$ cat config.mk
export PLATFORM = sky130hd
export DESIGN_NAME = uart_cmd_ctrl
export DESIGN_NICKNAME = d
export VERILOG_FILES = /design/src/rtl/uart_pkg.sv /design/src/rtl/uart_resp_gen.sv /design/src/rtl/uart_cmd_ctrl.sv
export SDC_FILE = /design/constraint.sdc
export NUM_CORES = 1
export LEC_CHECK = 0
export CAP_MARGIN = 15
export CORE_AREA = 2 2 85 149
export CTS_BUF_LIST = sky130_fd_sc_hd__clkbuf_8
export DETAILED_ROUTE_END_ITERATION = 16
export DIE_AREA = 0 0 87 151
export PLACE_DENSITY = 0.73
export SYNTH_ARGS = -nofsm -noshare
export SYNTH_HDL_FRONTEND = slang
export SYNTH_SLANG_ARGS = --single-unit
$ cat constraint.sdc
create_clock -name CLK -period 5.49 [get_ports CLK]
set_clock_uncertainty 0.15 [all_clocks]
set_input_delay 1.098 -clock CLK [delete_from_list [all_inputs] [get_ports CLK]]
set_output_delay 1.098 -clock CLK [all_outputs]
set_load 0.02 [all_outputs]
$ cat src/rtl/uart_pkg.sv
// uart_pkg: shared types and constants for the UART command sequencer.
//   state_t   - sequencer FSM states
//   resp_t    - which ASCII response is being streamed
//   ASCII_*   - fixed response characters, CR/LF line terminator
//   hex_ascii - nibble to uppercase ASCII hex digit
package uart_pkg;

  typedef enum logic [1:0] {
    ST_IDLE,
    ST_ACCESS,
    ST_LOAD,
    ST_SEND
  } state_t;

  typedef enum logic [1:0] {
    RESP_OK,
    RESP_ER,
    RESP_TO,
    RESP_RD
  } resp_t;

  localparam logic [7:0] ASCII_O = 8'h4F;
  localparam logic [7:0] ASCII_K = 8'h4B;
  localparam logic [7:0] ASCII_E = 8'h45;
  localparam logic [7:0] ASCII_R = 8'h52;
  localparam logic [7:0] ASCII_T = 8'h54;
  localparam logic [7:0] CR      = 8'h0D;
  localparam logic [7:0] LF      = 8'h0A;

  function automatic logic [7:0] hex_ascii(input logic [3:0] n);
    if (n < 4'd10) return 8'h30 + {4'h0, n};
    else           return 8'h41 + {4'h0, n} - 8'd10;
  endfunction

endpackage

$ cat src/rtl/uart_resp_gen.sv
// uart_resp_gen: combinational response byte selector.
//   resp      in  response type (OK / ER / TO / read data)
//   data      in  captured read data (used for RESP_RD only)
//   idx       in  byte index within the response
//   resp_byte out ASCII byte at idx
//   last      out idx addresses the final byte (LF) of the response
// Read responses are DATA_W/4 hex digits, MSB nibble first, then CR LF.
// All fixed responses are two letters followed by CR LF.
module uart_resp_gen
  import uart_pkg::*;
#(
  parameter int DATA_W = 32,
  parameter int IDX_W  = 4
) (
  input  resp_t             resp,
  input  logic [DATA_W-1:0] data,
  input  logic [IDX_W-1:0]  idx,
  output logic [7:0]        resp_byte,
  output logic              last
);

  localparam int NIB = DATA_W / 4;

  logic [3:0] nib;

  // Digit 0 is the most significant nibble.
  always_comb begin
    nib = 4'h0;
    for (int i = 0; i < NIB; i++) begin
      if (idx == IDX_W'(i)) nib = data[DATA_W-1-4*i -: 4];
    end
  end

  always_comb begin
    resp_byte = 8'h00;
    last      = 1'b0;
    if (resp == RESP_RD) begin
      if (idx < IDX_W'(NIB))       resp_byte = hex_ascii(nib);
      else if (idx == IDX_W'(NIB)) resp_byte = CR;
      else                         resp_byte = LF;
      last = (idx == IDX_W'(NIB + 1));
    end else begin
      case (idx)
        IDX_W'(0): begin
          case (resp)
            RESP_OK: resp_byte = ASCII_O;
            RESP_ER: resp_byte = ASCII_E;
            default: resp_byte = ASCII_T;
          endcase
        end
        IDX_W'(1): begin
          case (resp)
            RESP_OK: resp_byte = ASCII_K;
            RESP_ER: resp_byte = ASCII_R;
            default: resp_byte = ASCII_O;
          endcase
        end
        IDX_W'(2): resp_byte = CR;
        default:   resp_byte = LF;
      endcase
      last = (idx == IDX_W'(3));
    end
  end

endmodule

$ cat src/rtl/uart_cmd_ctrl.sv
// uart_cmd_ctrl: sequences one parsed UART command into a bank access and
// streams the ASCII response back to the transmitter.
//   CLK, RST            clock, synchronous active-high reset
//   CMD_*               parsed command strobe and fields; CMD_DROP flags a
//                       command that arrived while busy
//   BUSY                high whenever the sequencer is not IDLE
//   MEM_*               bank req/ack interface with ack timeout
//   TX_VALID/DATA/READY response byte stream
// Handshake: a byte transfers on a rising edge where TX_VALID && TX_READY.
// While TX_VALID is high and TX_READY low, TX_DATA is held; the byte index
// only advances on a transfer. MEM_REQ is held with stable address, data and
// write enable until MEM_ACK (one-cycle strobe) or timeout.
module uart_cmd_ctrl
  import uart_pkg::*;
#(
  parameter int ADDR_W  = 8,
  parameter int DATA_W  = 32,
  parameter int TIMEOUT = 255
) (
  input  logic              CLK,
  input  logic              RST,
  input  logic              CMD_VALID,
  input  logic              CMD_WR,
  input  logic              CMD_FAIL,
  input  logic [ADDR_W-1:0] CMD_ADDR,
  input  logic [DATA_W-1:0] CMD_DATA,
  output logic              CMD_DROP,
  output logic              BUSY,
  output logic              MEM_REQ,
  output logic              MEM_WE,
  output logic [ADDR_W-1:0] MEM_ADDR,
  output logic [DATA_W-1:0] MEM_WDATA,
  input  logic [DATA_W-1:0] MEM_RDATA,
  input  logic              MEM_ACK,
  output logic              TX_VALID,
  output logic [7:0]        TX_DATA,
  input  logic              TX_READY
);

  localparam int NIB   = DATA_W / 4;
  localparam int IDX_W = $clog2(NIB + 2);
  localparam int CNT_W = $clog2(TIMEOUT + 1);

  state_t            state_q, state_d;
  resp_t             resp_q, resp_d;
  logic              we_q;
  logic [ADDR_W-1:0] addr_q;
  logic [DATA_W-1:0] wdata_q;
  logic [DATA_W-1:0] rdata_q;
  logic [CNT_W-1:0]  cnt_q;
  logic [IDX_W-1:0]  idx_q;
  logic              drop_q;

  logic       accept, ack_hit, to_hit, tx_fire;
  logic [7:0] resp_byte;
  logic       resp_last;

  uart_resp_gen #(
    .DATA_W (DATA_W),
    .IDX_W  (IDX_W)
  ) u_resp_gen (
    .resp      (resp_q),
    .data      (rdata_q),
    .idx       (idx_q),
    .resp_byte (resp_byte),
    .last      (resp_last)
  );

  always_comb begin
    state_d = state_q;
    resp_d  = resp_q;
    accept  = 1'b0;
    ack_hit = 1'b0;
    to_hit  = 1'b0;
    tx_fire = 1'b0;
    case (state_q)
      ST_IDLE: begin
        if (CMD_VALID) begin
          if (CMD_FAIL) begin
            state_d = ST_LOAD;
            resp_d  = RESP_ER;
          end else begin
            state_d = ST_ACCESS;
            accept  = 1'b1;
          end
        end
      end
      ST_ACCESS: begin
        // Ack is tested first so it wins over a timeout on the same cycle.
        if (MEM_ACK) begin
          ack_hit = 1'b1;
          state_d = ST_LOAD;
          resp_d  = we_q ? RESP_OK : RESP_RD;
        end else if (cnt_q == CNT_W'(TIMEOUT - 1)) begin
          to_hit  = 1'b1;
          state_d = ST_LOAD;
          resp_d  = RESP_TO;
        end
      end
      ST_LOAD: state_d = ST_SEND;
      ST_SEND: begin
        if (TX_READY) begin
          tx_fire = 1'b1;
          if (resp_last) state_d = ST_IDLE;
        end
      end
      default: state_d = ST_IDLE;
    endcase
  end

  always_ff @(posedge CLK) begin
    if (RST) begin
      state_q <= ST_IDLE;
      resp_q  <= RESP_OK;
    end else begin
      state_q <= state_d;
      resp_q  <= resp_d;
    end
  end

  always_ff @(posedge CLK) begin
    if (RST) begin
      we_q    <= 1'b0;
      addr_q  <= '0;
      wdata_q <= '0;
      rdata_q <= '0;
      cnt_q   <= '0;
      idx_q   <= '0;
      drop_q  <= 1'b0;
    end else begin
      drop_q <= CMD_VALID && (state_q != ST_IDLE);
      if (accept) begin
        we_q    <= CMD_WR;
        addr_q  <= CMD_ADDR;
        wdata_q <= CMD_DATA;
        cnt_q   <= '0;
      end
      if (state_q == ST_ACCESS && !ack_hit && !to_hit) cnt_q <= cnt_q + CNT_W'(1);
      if (ack_hit && !we_q) rdata_q <= MEM_RDATA;
      if (state_q == ST_LOAD) idx_q <= '0;
      else if (tx_fire)       idx_q <= idx_q + IDX_W'(1);
    end
  end

  assign BUSY      = (state_q != ST_IDLE);
  assign MEM_REQ   = (state_q == ST_ACCESS);
  assign MEM_WE    = MEM_REQ && we_q;
  assign MEM_ADDR  = addr_q;
  assign MEM_WDATA = wdata_q;
  assign TX_VALID  = (state_q == ST_SEND);
  assign TX_DATA   = TX_VALID ? resp_byte : 8'h00;
  assign CMD_DROP  = drop_q;

endmodule

==> results of run 1 <==
[Yosys cell counts, types with 2 or more instances]
master and instances:
a221oi_1 2, o31ai_1 2, a32oi_1 4, clkbuf_1 33, a31oi_1 4, nand3_1 8, nand2b_1 2, a21o_1 2
nor2b_1 2, xnor2_1 5, nor2_1 27, dfxtp_1 90, ha_1 11, a21oi_1 93, o21ai_0 11, nor4_1 2
nor3_1 10, a211oi_1 6, o311a_1 2, o211ai_1 6, inv_1 19, and2_1 4, nand2_1 174, buf_2 4
or3_1 3, o21bai_1 2, mux2i_1 3
[through the flow]
step,setup slack [ns],cells,instance area (µm²),power [W]
3_5_place_dp,0.999,786,5440,0.00144
4_1_cts,0.587,802,5650,0.00192
6_report,0.594,802,5650,0.00190
5_1_grt,0.293,802,5650,0.00203
2_1_floorplan,1.55,555,4110,0.00118
3_3_place_gp,1.07,786,5440,0.00142
[power by group]
| part | switching (W) | leakage [nW] | internal, W |
|---|---|---|---|
| Sequential | 0.0000612 | 0.731 | 0.000732 |
| Combinational | 0.000364 | 1.13 | 0.000269 |
| Clock | 0.000257 | 0.0974 | 0.000220 |
[how the worst min path moves through the flow]
stage,start,to,slack [ns],cells past startpoint
global placement,MEM_WDATA[2],MEM_WDATA[2],0.29,2
finish,MEM_WDATA[5],MEM_WDATA[5],0.31,2
detailed placement,MEM_WDATA[30],MEM_WDATA[30],0.30,2
global route,rdata_q[23],rdata_q[23],0.33,2
floorplan,rdata_q[22],rdata_q[22],0.28,2
CTS,MEM_WDATA[11],MEM_WDATA[11],0.31,2
[critical path, delay by kind of cell (launching register included)]
kind            cells  cell delay [ns]
compound gates      3             0.54
fa+ha+maj           2             0.54
buf+inv             4             0.87
flops               1             0.37
simple gates        3             0.97
[final cells by class]
cell class              count  area (µm²)  area share (%)
repair buffers            133        1320            23.3
clock buffers               9         124            2.19
inverters                  20        75.1            1.33
flip-flops and latches     90        1800            31.9
clock inverters             7        86.3            1.53
well taps                 137         171            3.03
multi-input cells         406        2070            36.7
[kinds of logic after synthesis]
kind of cell	after synthesis	share of synthesized area, %
compound gates	144	20.6
simple gates	240	24.0
mux	4	1.01
fa+ha+maj	11	3.35
other cells	1	0.0913
xor+xnor	6	1.28
flops	90	43.9
buf+inv	59	5.79
[registers in the layout, indices dropped and copies added, names as in the netlist]
| name | count |
|---|---|
| cnt_q | 8 |
| we_q | 1 |
| MEM_WDATA | 32 |
| CMD_DROP | 1 |
| state_q | 2 |
| rdata_q | 32 |
| MEM_ADDR | 8 |
| resp_q | 2 |
| idx_q | 4 |
[metal layers]
layer | global-route usage (%) | vias up | wire (µm)
li1 | - | 2065 | -
met4 | 15.5 | 0 | 894
met1 | 18.6 | 1940 | 4250
met2 | 33.7 | 113 | 6820
met5 | 0 | - | 0
met3 | 2.34 | 52 | 346
==> results.yml, run 1 <==
synth:
  ys.warnings.count: 0
  ys.flop_type: "dfxtp_1"
  mappedNetlistNets: 645
  synth_seq_cells: 90
  synth_area_leaders: "dfxtp_1, nand2_1, a21oi_1, ha_1, clkbuf_1"
  number_of_enable_flip_flop_cells_after_synthesis: 0
  synth_top_area_cell: "dfxtp_1"
  ys_seq_area_share_pct: 43.9
  syn_inst: 555
  post_synth.cell_area_avg_um2: 7.40
  synth.cell_area_um2: 4110
  synth.lib_cells_used.distinct: 51
  synthArstFlopShare_pct: 0
  share_of_the_synthesized_area_in_the_top_cell_type_pct: 43.9
critical_path:
  r2r_setup_slack_ns: 3.01
  crit_path_frequent_cell: "inv_1"
  critical_path_required_ns: 4.24
  endpoint_kind_of_the_worst_setup_timing_path: "output pin"
  rr_endpoint: "state_q[0]"
  crit_path_start: "idx_q[0]"
  reg2regPathDepth: 8
  critical_path_endpoint: "TX_DATA[2]"
  timing.setup.critical_path_class: "reg -> out"
  cp_cell_sequence: "inv_1 > ha_1 > nor2_1 > o211ai_1 > a32oi_1 > nor2_1 > inv_1 > ha_1 > inv_1 > or4b_1 > a31oi_1 > clkdlybuf4s50_1"
  critPathArrivalTime_ns: 3.65
  crit_fanout: 15
  startpoint_type: "flip-flop"
  critical-path-max-stage-delay_ns: 0.62
  critical_path.slowest_cell: "clkdlybuf4s50_1"
  crit-reg2reg-launch: "idx_q[1]"
sta:
  slew-limit-headroom_pct: 30.0
  worst_hold_check_slack_ns: 0.311
  setup_total_negative_slack_ns: 0
  tightest_slew_ns: 1.05
  post-route-min-period_ns: 4.90
  rsz0062_at_grt: "false"
  setup_viol_count_final: 0
  layout_worst_path_cycle_share_pct: 89.2
  final-hold-violation-count: 0
  peak_freq_mhz: 204
  timing_max_transition_violations_final: 0
global_routing:
  gr_util_all_layers_pct: 18.7
  vias_in_the_first_global_route: 4107
  initial_antenna_violation_count: 0
  grt_start_max_net_pins: 58
  grt_first_pass_wirelength_um: 19100
  grt_remaining_overflow: 0
cells_and_area:
  utilization_pct: 47.6
  mostFrequentLayoutCell: "nand2_1"
  mostFrequentLayoutCells: "nand2_1, clkdlybuf4s50_1, a21oi_1, dfxtp_1, nor2_1"
  antennaDiodeCount: 0
  area.growth.synth_to_final_pct: 37.6
  final_net_count: 750
  final.fill_count: 1186
  final_layout_size_suffix_gt1_share_pct: 3.91
floorplanning:
  floorplan.die.width_um: 87
  io_pins: 132
  initial_core_util_pct: 34.6
  std_cell_core_area_um2: 11900
  rows: 53
  die_area_um2: 13100
  die_height_um: 151
cts:
  ctsRootBufferMaster: "clkbuf_8"
  cts_sinks: 90
  post_cts.resized_instances: 0
  worst_setup_hold_path_clk_slew_ns: 0.09
  clk-insertion-delay-late_ns: 0.36
  cts_htree_levels: 3
  cts_buffer_depth: 2
  post_cts_buffers: 0
  postCtsHoldBufs: 0
  cts-buffers-inserted: 9
  tritoncts_clock_tree: "built"
detailed_routing:
  count_of_nets_left_with_antenna_violations_after_detail_routing: 0
  violation_count_after_the_first_detailed_route_iteration: 140
  routed_wire_length_per_instance_um: 15.4
  routed_wirelength_um: 12300
  routed_via_density: 5.20
  routed-via-count: 4170
  remaining_drc_errors: 0
  first_pass_iters: 4
place:
  dp.final_hpwl_um: 9410
  place_congestion: 0.848
  port_buffers: 130
pwr:
  vdd_drop_max_uv: 216
  power.leakage_nw: 1.95
  p_per_area_nw_per_um2: 337
hold_path:
  min_path_type: "reg -> reg"
flow_run:
  max_cap_violations: 0
status:
  status: "finished clean"
Note: power is estimated with default switching activity, not from simulation.
==> inputs of run 2 (changes only) <==
DONT_BUFFER_PORTS = 1   (was default)
PLACE_DENSITY = 0.59   (was 0.73)
==> run 2 against run 1 <==
  * Count of clock-buffer cells in the layout did not move
  * Worst setup slack improved by 0.12 ns
  * Cell area fell by 23%
  * Fmax rose by 2.5%
  * Largest cell class unchanged
  * Core utilization fell by 11 points
  * Sequential cell count did not move
==> results.yml, run 2 (synthesized netlist as in run 1, its figures left out) <==
sta:
  peak_freq_mhz: 209
  slew-limit-headroom_pct: 26.2
  setup_total_negative_slack_ns: 0
  layout_worst_path_cycle_share_pct: 87.0
  setup_viol_count_final: 0
  post-route-min-period_ns: 4.78
  final-hold-violation-count: 0
  rsz0062_at_grt: "false"
  tightest_slew_ns: 1.11
  timing_max_transition_violations_final: 0
pwr:
  p_sw_w: 0.000640
  power.switching_fraction_pct: 37.1
  power.internal_w: 0.00108
  power.clock.fraction_pct: 27.2
  p_per_area_nw_per_um2: 398
  power.leakage_nw: 1.47
  seqPwrFrac_pct: 48.6
  power.share.combinational_pct: 24.2
  vdd_drop_max_uv: 223
flow_run:
  max_cap_violations: 0
floorplanning:
  initial_core_util_pct: 34.6
  die_height_um: 151
  die_area_um2: 13100
  rows: 53
  io_pins: 132
  std_cell_core_area_um2: 11900
  floorplan.die.width_um: 87
hold_path:
  min_path_type: "reg -> reg"
cells_and_area:
  final_area_um2: 4340
  mostFrequentLayoutCells: "nand2_1, a21oi_1, dfxtp_1, nor2_1, inv_1"
  final_layout_size_suffix_gt1_share_pct: 4.31
  area.growth.synth_to_final_pct: 5.57
  mostFrequentLayoutCell: "nand2_1"
  final.fill_count: 1278
  antennaDiodeCount: 0
  final_net_count: 619
critical_path:
  crit_family: "simple AND/OR/NAND/NOR gates"
  critical_path_buf_inv_count: 3
  r2r_setup_slack_ns: 3.01
  crit_path_frequent_cell: "inv_1"
  endpoint_kind_of_the_worst_setup_timing_path: "output pin"
  critical_path.slowest_cell: "or4b_1"
  critical-path-max-stage-delay_ns: 0.52
  timing.setup.critical_path_class: "reg -> out"
  critical_path_required_ns: 4.24
  cp_cell_sequence: "inv_1 > ha_1 > nor2_1 > o211ai_1 > a32oi_1 > nor2_1 > inv_1 > ha_1 > inv_1 > or4b_1 > a31oi_1"
  startpoint_type: "flip-flop"
  critPathArrivalTime_ns: 3.53
  crit_fanout: 15
detailed_routing:
  routed_wirelength_um: 10900
  routed_wire_length_per_instance_um: 16.2
  remaining_drc_errors: 0
  routed_via_density: 5.42
  count_of_nets_left_with_antenna_violations_after_detail_routing: 0
  routed-via-count: 3640
  violation_count_after_the_first_detailed_route_iteration: 151
  first_pass_iters: 4
cts:
  cts-buffers-inserted: 9
  ctsRootBufferMaster: "clkbuf_8"
  post_cts.resized_instances: 0
  cts_buffer_depth: 2
  post_cts_buffers: 0
  worst_setup_hold_path_clk_slew_ns: 0.09
  clk-insertion-delay-late_ns: 0.37
  tritoncts_clock_tree: "built"
  postCtsHoldBufs: 0
  cts_sinks: 90
  cts_htree_levels: 3
global_routing:
  vias_in_the_first_global_route: 3450
  initial_antenna_violation_count: 0
  grt_start_max_net_pins: 89
  gr_util_all_layers_pct: 16.4
  grt_first_pass_wirelength_um: 16800
  grt_remaining_overflow: 0
place:
  place_congestion: 0.898
  dpl_cell_area_um2: 4140
  port_buffers: 0
  dp.final_hpwl_um: 7920
status:
  status: "finished clean"
-- run 2: cell count changes in the layout (fill, tap and decap cells not counted), sizes merged --
cell	before	now
buf	4	2
inv	23	24
clkinvlp	3	1
clkdlybuf4s50	129	0
clkinv	0	1
-- run 2: power groups by stage --
stage	logic (W)	registers, W	clock network, W
2_1_floorplan	0.000356	0.000828	0
3_3_place_gp	0.000411	0.000853	0
3_5_place_dp	0.000421	0.000853	0
4_1_cts	0.000422	0.000839	0.000481
5_1_grt	0.000476	0.000848	0.000504
6_report	0.000418	0.000839	0.000469
-- run 2: worst paths after layout --
kind	start	to	depth (start not counted)
worst max-delay path	idx_q[0]	TX_DATA[2]	11
worst max register to register	idx_q[1]	state_q[0]	8
worst min-delay path	rdata_q[27]	rdata_q[27]	2
worst min register to register	rdata_q[27]	rdata_q[27]	2
-- run 2: worst min-delay path, stage by stage, from the launching register on --
cell and delay [ns]:
dfxtp_1 0.32, nand2_1 0.05, a21oi_1 0.05
-- run 2: area by class of cell --
cell class	instances	area, µm²	area share (%)
inverters	20	75.1	1.73
flip-flops and latches	90	1800	41.5
clock inverters	7	76.3	1.76
multi-input cells	406	2070	47.8
clock buffers	9	124	2.86
repair buffers	2	15.0	0.346
well taps	137	171	3.95
-- run 2: per-stage QoR --
step	std cells	power [W]	utilization, %	hold slack, ns	setup slack, ns
finish	671	0.00173	36.5	0.307	0.714
global route	671	0.00183	36.5	0.326	0.534
CTS	671	0.00174	36.5	0.308	0.677
detailed placement	655	0.00127	34.8	0.295	1.10
global placement	655	0.00126	34.8	0.292	1.19
floorplan	555	0.00118	-	0.282	1.55
-- run 2: metal layers --
metal / track usage, % / part of all wire [%] / vias to the layer above
met5: 0 / 0 / -
met4: 7.58 / 2.7 / 0
met3: 4.74 / 6.9 / 21
met2: 30.5 / 55 / 121
met1: 16.3 / 35 / 1687
li1: - / - / 1811
==> inputs of run 3 (changes only) <==
CORE_AREA = 2 2 68 118   (was 2 2 85 149)
CTS_BUF_LIST = sky130_fd_sc_hd__clkbuf_4   (was sky130_fd_sc_hd__clkbuf_8)
DIE_AREA = 0 0 70 120   (was 0 0 87 151)
PLACE_DENSITY = 0.81   (was 0.59)
==> run 3 against run 2 <==
  * Final cell count decreased by 7.3%
  * Combinational power about the same
  * Cell area decreased by 1.8%
  * Worst hold slack better by 0.0054 ns
  * Non-clock buffer count did not move
  * Largest power group unchanged
==> results.yml, run 3 (synthesized netlist as in run 1, its figures left out) <==
status:
  status: "finished clean"
sta:
  rsz0062_at_grt: "false"
  layout_worst_path_cycle_share_pct: 87.2
  slew-limit-headroom_pct: 30.0
  timing_max_transition_violations_final: 0
  worst_hold_check_slack_ns: 0.312
  setup_total_negative_slack_ns: 0
  setup_viol_count_final: 0
  peak_freq_mhz: 209
  final-hold-violation-count: 0
  setup_slack_ns: 0.701
  tightest_slew_ns: 1.05
  post-route-min-period_ns: 4.79
pwr:
  seqPwrFrac_pct: 49.3
  p_per_area_nw_per_um2: 401
  power.internal_w: 0.00110
  power.share.combinational_pct: 24.3
  power.clock.fraction_pct: 26.4
  vdd_drop_max_uv: 324
  power.switching_fraction_pct: 35.4
  power.leakage_nw: 1.47
  p_sw_w: 0.000605
critical_path:
  critical_path.slowest_cell: "or4b_1"
  timing.setup.critical_path_class: "reg -> out"
  startpoint_type: "flip-flop"
  crit_fanout: 15
  endpoint_kind_of_the_worst_setup_timing_path: "output pin"
  critical_path_depth: 11
  reg2regPathDepth: 8
  critical_path_buf_inv_count: 3
  crit_family: "simple AND/OR/NAND/NOR gates"
  crit_path_frequent_cell: "inv_1"
  critical_path_required_ns: 4.24
  critical-path-max-stage-delay_ns: 0.52
  cp_cell_sequence: "inv_1 > ha_1 > nor2_1 > o211ai_1 > a32oi_1 > nor2_1 > inv_1 > ha_1 > inv_1 > or4b_1 > a31oi_1"
  critPathArrivalTime_ns: 3.54
detailed_routing:
  routed_via_density: 5.89
  routed_wire_length_per_instance_um: 16.2
  first_pass_iters: 5
  count_of_nets_left_with_antenna_violations_after_detail_routing: 0
  routed-via-count: 3665
  violation_count_after_the_first_detailed_route_iteration: 419
  routed_wirelength_um: 10100
  remaining_drc_errors: 0
global_routing:
  grt_first_pass_wirelength_um: 15800
  vias_in_the_first_global_route: 3490
  initial_antenna_violation_count: 0
  grt_remaining_overflow: 0
  gr_util_all_layers_pct: 23.6
  grt_start_max_net_pins: 89
floorplanning:
  std_cell_core_area_um2: 7460
  die_area_um2: 8400
  rows: 42
  floorplan.die.width_um: 70
  io_pins: 132
  die_height_um: 120
  initial_core_util_pct: 55.0
place:
  dpl_cell_area_um2: 4080
  dp_cells: 606
  dp.final_hpwl_um: 7420
  place_congestion: 0.911
  port_buffers: 0
  detailedPlace.worstSlack_ns: 1.24
cells_and_area:
  mostFrequentLayoutCell: "nand2_1"
  antennaDiodeCount: 0
  mostFrequentLayoutCells: "nand2_1, a21oi_1, dfxtp_1, nor2_1, inv_1"
  final_area_um2: 4260
  final_net_count: 619
  layoutNonFillerInstCount: 622
  area.growth.synth_to_final_pct: 3.69
  final_layout_size_suffix_gt1_share_pct: 4.31
cts:
  cts-buffers-inserted: 9
  cts_sinks: 90
  post_cts_buffers: 0
  tritoncts_clock_tree: "built"
  cts_buffer_depth: 2
  cts_htree_levels: 3
  post_cts.resized_instances: 0
  ctsRootBufferMaster: "clkbuf_4"
  postCtsHoldBufs: 0
  worst_setup_hold_path_clk_slew_ns: 0.14
  clk-insertion-delay-late_ns: 0.44
flow_run:
  max_cap_violations: 0
hold_path:
  holdPathStages: 2
  min_path_type: "reg -> reg"
==> run 3: metrics by stage <==
stage                     total power (W)  utilization [%]
after floorplan                   0.00118                -
after global placement            0.00125             54.6
after detailed placement          0.00127             54.6
after CTS                         0.00172             57.1
after global routing              0.00180             57.1
final                             0.00171             57.1
==> run 3: layout make-up <==
type | instances | area, µm²
clock buffers | 9 | 67.6
fillers | 702 | 3200
clock inverters | 7 | 116
inverters | 20 | 75.1
repair buffers | 2 | 15.0
flip-flops and latches | 90 | 1800
well taps | 88 | 110
multi-input cells | 406 | 2070
==> run 3: path summary, 6_finish.rpt <==
check | slack, ns | start | to
min reg2reg | 0.31 | rdata_q[17] | rdata_q[17]
max | 0.70 | idx_q[0] | TX_DATA[2]
max reg2reg | 2.95 | idx_q[1] | state_q[0]
min | 0.31 | rdata_q[17] | rdata_q[17]
==> run 3: power groups by stage <==
stage | combinational (W) | clock, W | sequential (W)
final | 0.000415 | 0.000451 | 0.000841
after global routing | 0.000464 | 0.000485 | 0.000849
after CTS | 0.000415 | 0.000461 | 0.000839
after detailed placement | 0.000414 | 0 | 0.000854
after global placement | 0.000396 | 0 | 0.000851
after floorplan | 0.000356 | 0 | 0.000828
==> run 3: worst min-delay path: stages, from the launching register on <==
cell and delay, ns:
dfxtp_1 0.33, nand2_1 0.05, a21oi_1 0.05
==> run 3: layer usage <==
metal	up-vias	share of wire (%)	wire length, µm	track usage (%)
met2	150	53	5330	43.2
li1	1804	-	-	-
met1	1678	35	3500	23.2
met3	33	7.5	755	6.97
met5	-	0	0	0
met4	0	4.8	478	12.9
